**src/rtl/pipe_hazard_ctrl.sv**
```systemverilog
// Hazard scheduler for the five-stage core: sequences decode freeze, bubble insertion,
// redirect flushes and CSR ordering stalls, and keeps saturating stall/flush event counters.
module pipe_hazard_ctrl #(
    parameter int FLUSH_CYCLES = 2,
    parameter int CNT_W        = 16
) (
    input  logic             CLK,
    input  logic             RST,
    input  logic             id_inst_vld,
    input  logic [4:0]       id_rs1,
    input  logic [4:0]       id_rs2,
    input  logic             id_rs1_ren,
    input  logic             id_rs2_ren,
    input  logic             id_is_csr,
    input  logic [4:0]       ex_rd,
    input  logic             ex_rd_wen,
    input  logic             ex_is_load,
    input  logic             ex_is_csr,
    input  logic             csr_wb_done,
    input  logic             ex_redirect,
    input  logic             mem_busy,
    input  logic             cnt_clr,
    output logic             dec_freeze,
    output logic             nop_insert,
    output logic             alu_flush,
    output logic             csr_hazard,
    output logic             if_stall,
    output logic [1:0]       ctl_state,
    output logic [CNT_W-1:0] stall_cnt,
    output logic [CNT_W-1:0] flush_cnt
);
    // state    | meaning
    // IDLE     | normal flow; load-use bubbles and CSR entry decided here
    // FLUSH    | alu_flush held for the remainder of a redirect window
    // CSR_WAIT | decode holds a CSR op until the older CSR write commits
    typedef enum logic [1:0] {
        S_IDLE     = 2'd0,
        S_FLUSH    = 2'd1,
        S_CSR_WAIT = 2'd2
    } state_t;

    localparam logic [3:0]       FLUSH_INIT = 4'(FLUSH_CYCLES - 1);
    localparam logic [CNT_W-1:0] CNT_MAX    = '1;

    state_t     state, state_nxt;
    logic [3:0] flush_left, flush_left_nxt;
    logic       load_use, csr_entry, stall_ev;

    assign load_use  = id_inst_vld & ex_is_load & ex_rd_wen & (ex_rd != 5'd0) &
                       ((id_rs1_ren & (id_rs1 == ex_rd)) | (id_rs2_ren & (id_rs2 == ex_rd)));
    assign csr_entry = id_inst_vld & id_is_csr & ex_is_csr;

    always_ff @(posedge CLK or posedge RST) begin
        if (RST) begin
            state      <= S_IDLE;
            flush_left <= 4'd0;
        end else begin
            state      <= state_nxt;
            flush_left <= flush_left_nxt;
        end
    end

    always_comb begin
        state_nxt      = state;
        flush_left_nxt = flush_left;
        if (ex_redirect) begin
            // a redirect restarts the flush window and abandons any CSR wait
            if (FLUSH_CYCLES > 1) begin
                state_nxt      = S_FLUSH;
                flush_left_nxt = FLUSH_INIT;
            end else begin
                state_nxt      = S_IDLE;
                flush_left_nxt = 4'd0;
            end
        end else if (state == S_FLUSH) begin
            flush_left_nxt = flush_left - 4'd1;
            if (flush_left == 4'd1) begin
                state_nxt = S_IDLE;
            end
        end else if (state == S_CSR_WAIT) begin
            if (csr_wb_done) begin
                state_nxt = S_IDLE;
            end
        end else if (!mem_busy && csr_entry && !csr_wb_done) begin
            state_nxt = S_CSR_WAIT;
        end
    end

    always_comb begin
        alu_flush  = 1'b0;
        dec_freeze = 1'b0;
        nop_insert = 1'b0;
        csr_hazard = 1'b0;
        if_stall   = 1'b0;
        if (RST) begin
            alu_flush = 1'b0;
        end else if (ex_redirect || state == S_FLUSH) begin
            alu_flush = 1'b1;
        end else if (mem_busy) begin
            dec_freeze = 1'b1;
            if_stall   = 1'b1;
            csr_hazard = (state == S_CSR_WAIT);
        end else if (state == S_CSR_WAIT || csr_entry) begin
            csr_hazard = 1'b1;
            if_stall   = 1'b1;
        end else if (load_use) begin
            nop_insert = 1'b1;
            if_stall   = 1'b1;
        end
    end

    assign ctl_state = state;
    assign stall_ev  = dec_freeze | nop_insert | csr_hazard;

    always_ff @(posedge CLK or posedge RST) begin
        if (RST) begin
            stall_cnt <= '0;
            flush_cnt <= '0;
        end else if (cnt_clr) begin
            stall_cnt <= '0;
            flush_cnt <= '0;
        end else begin
            if (stall_ev && stall_cnt != CNT_MAX) begin
                stall_cnt <= stall_cnt + 1'b1;
            end
            if (ex_redirect && flush_cnt != CNT_MAX) begin
                flush_cnt <= flush_cnt + 1'b1;
            end
        end
    end

endmodule

```
**config.mk**
```make
export PLATFORM = sky130hd
export DESIGN_NAME = pipe_hazard_ctrl
export DESIGN_NICKNAME = d
export VERILOG_FILES = /design/src/rtl/pipe_hazard_ctrl.sv
export SDC_FILE = /design/constraint.sdc
export NUM_CORES = 1
export LEC_CHECK = 0
export ABC_AREA = 1
export BUFFER_PORTS_ARGS = -buffer_cell sky130_fd_sc_hd__buf_2
export CORE_MARGIN = 4
export CORE_UTILIZATION = 25
export DETAILED_ROUTE_END_ITERATION = 8
export SYNTH_ARGS = -nofsm -noshare
export SYNTH_HDL_FRONTEND = slang
export SYNTH_SLANG_ARGS = --single-unit
export TNS_END_PERCENT = 20
```
**constraint.sdc**
```tcl
create_clock -name CLK -period 2.6 [get_ports CLK]
set_input_delay 0.13 -clock CLK [delete_from_list [all_inputs] [get_ports CLK]]
set_output_delay 0.13 -clock CLK [all_outputs]
set_load 0.005 [all_outputs]
```
==> results.json <==
{
  "fin_ws_ns": 0.4182,
  "cap_violations": 0,
  "syn_nets": 424,
  "diodes": 0,
  "die_h_um": 112.3,
  "power.total_w": 0.001543,
  "status": "finished, final reports clean",
  "synth_top_area_share": 0.3494,
  "area.growth.synth_to_final_pct": 22.62,
  "start_util": 0.2601,
  "drc": 0,
  "slowest_stage": "dfrtp_1",
  "seqCellArea_um2": 950.9,
  "use_met2": 0.2022,
  "p_leak_nw": 1.817,
  "post_synth.cell_area_avg_um2": 6.996,
  "tns_ns": 0,
  "grt_pass1_vias": 2665,
  "arrival_ns": 2.05,
  "crit_path_start_kind": "register",
  "fin_skew_ns": 0.01099,
  "io_pins": 67,
  "critPathMaxFanout": 18,
  "port_buffers": 66,
  "cts-resized-gates": 0,
  "slowest_delay_ns": 0.40,
  "setup_violations": 0,
  "hp-class": "primary input to register",
  "die_area_um2": 12620,
  "cts_setup_buffers": 0,
  "hold_violations": 0,
  "top_usage_layer": "met2",
  "synthFlopType": "dfrtp_1",
  "synth_largest_area_cell": "dfrtp_1",
  "cts_max_path_buffers": 2,
  "firstDrtPassIters": 4,
  "finalCritPeriodShare": 0.8392,
  "seq_area_frac_synth": 0.3494,
  "cts.sinks": 38,
  "synth_common_cells": "nand2_1, inv_1, nor2_1, dfrtp_1, nand3_1",
  "gp_congestion": 0.8083,
  "rows": 37,
  "ys_warn_count": 0,
  "grt-ovfl-total": 0,
  "core_um2": 10460,
  "wl_per_cell_um": 12.10,
  "layout-drive-gt1-share": 0.2118,
  "fin_crit_ns": 2.182,
  "place_ws_ns": 0.5258,
  "cts_tree": "yes",
  "multi_input_area_um2": 1508,
  "routed_via_density": 4.636,
  "cts.htree.levels": 2,
  "synth_area_leaders": "dfrtp_1, nand2_1, inv_1, nand4_1, nand3_1",
  "clkTransAtPathRegs_ns": 0.07,
  "synth_area_um2": 2721,
  "crit_chain": "inv_1, ha_1, inv_1, nand2_1, nor2_2, nand4_1, nor2_1, nand2_1, nand2_2, buf_2",
  "antenna_left": 0,
  "wl_um": 7186,
  "critPathTopFamily": "simple AND/OR/NAND/NOR gates",
  "cp_num_buf_inv": 3,
  "relSlewSlack": 0.6574,
  "synth_edf_count": 0,
  "grt_use_met1": 0.1447,
  "final_nets": 492,
  "rsz0062_at_grt": "false",
  "synth_cells": 389,
  "max_freq_mhz": 458.3,
  "worstMarginPinSlew_ns": 0.5138,
  "dp_hpwl_um": 5368,
  "met3_usage": 0.02210,
  "p_per_area_nw_per_um2": 462.4,
  "ctsRootBufferMaster": "clkbuf_8",
  "grt_util_all_layers": 0.1146,
  "fillers": 1155,
  "hold_buffers": 1,
  "grt_pass1_wl_um": 12360,
  "vias": 2754,
  "ys_ff_latch": 38,
  "worst_setup_path_end_kind": "primary output",
  "yosysMostFrequentCell": "nand2_1",
  "numCtsBuffers": 5,
  "synth.distinct_cells": 32,
  "drv_slew": 0,
  "grt_start_max_net_pins": 44,
  "critPathKind": "register to primary output",
  "required_ns": 2.47,
  "antenna_found_initial": 0,
  "die_x_um": 112.3,
  "clock_latency_ns": 0.29,
  "postSynth.asyncResetShare": 1.000,
  "drt_iter0_drc": 157,
  "ir_drop_uv": 291.8
}
## routing by layer
layer | up-vias | part of all wire
met5 | - | 0
met4 | 0 | 0.0045
met3 | 3 | 0.046
met2 | 54 | 0.51
met1 | 1305 | 0.44
li1 | 1392 | -
## layout by cell type (no fill, tap or decap), types with 6 or more instances in the layout
cell	instances
nand2_1	111
buf_2	66
inv_1	52
nor2_1	39
dfrtp_1	38
nand3_1	36
nand4_1	29
xor2_1	15
o21ai_0	9
nor3_1	8
ha_1	7
clkbuf_8	6
## sequential cells by signal, indices dropped and copies added, names as in the netlist
register and cells:
ctl_state 2, flush_cnt 16, flush_left 4, stall_cnt 16
## cells by family after synthesis
family / Yosys count / synth area share
and+or+nand+nor: 238 / 0.4092
DFF: 38 / 0.3494
AOI/OAI and AO/OA: 23 / 0.05149
xor gates and xnor gates: 19 / 0.06115
adders and majority gates: 7 / 0.03218
buffers and inverters: 64 / 0.09655
## through the flow
stage / std cells / hold WS, ns / cell area [µm²] / util
6_report: 594 / 0.1028 / 3337 / 0.3189
5_1_grt: 594 / 0.1162 / 3337 / 0.3189
4_1_cts: 594 / 0.09904 / 3337 / 0.3189
3_5_place_dp: 585 / 0.3231 / 3184 / 0.3044
3_3_place_gp: 585 / 0.3140 / 3184 / 0.3044
2_1_floorplan: 389 / 0.2035 / 2721 / -
## final timing paths
kind	from	end	slack [ns]	cells past startpoint
max reg2reg	ctl_state[1]	stall_cnt[14]	0.53	12
min reg2reg	flush_cnt[1]	flush_cnt[1]	0.54	2
max in group asynchronous	RST	flush_cnt[12]	1.71	4
min	ex_redirect	flush_left[3]	0.10	2
max	ctl_state[1]	if_stall	0.42	10
min in group asynchronous	RST	flush_cnt[6]	0.53	4
## power by group
part | internal [W] | leakage [nW] | switching [W]
combinational | 0.0000934 | 1.23 | 0.000170
sequential | 0.000621 | 0.521 | 0.0000279
clock | 0.000410 | 0.0714 | 0.000221
total | 0.00112 | 1.82 | 0.000419
## area by class of cell
cell class | count | area share
Multi-Input combinational cell | 287 | 0.4518
Sequential cell | 38 | 0.2850
Timing Repair Buffer | 69 | 0.1065
Inverter | 56 | 0.06299
Tap cell | 136 | 0.05099
Clock buffer | 6 | 0.02475
Clock inverter | 2 | 0.01800
No activity file was read; power rests on OpenSTA's default activity.
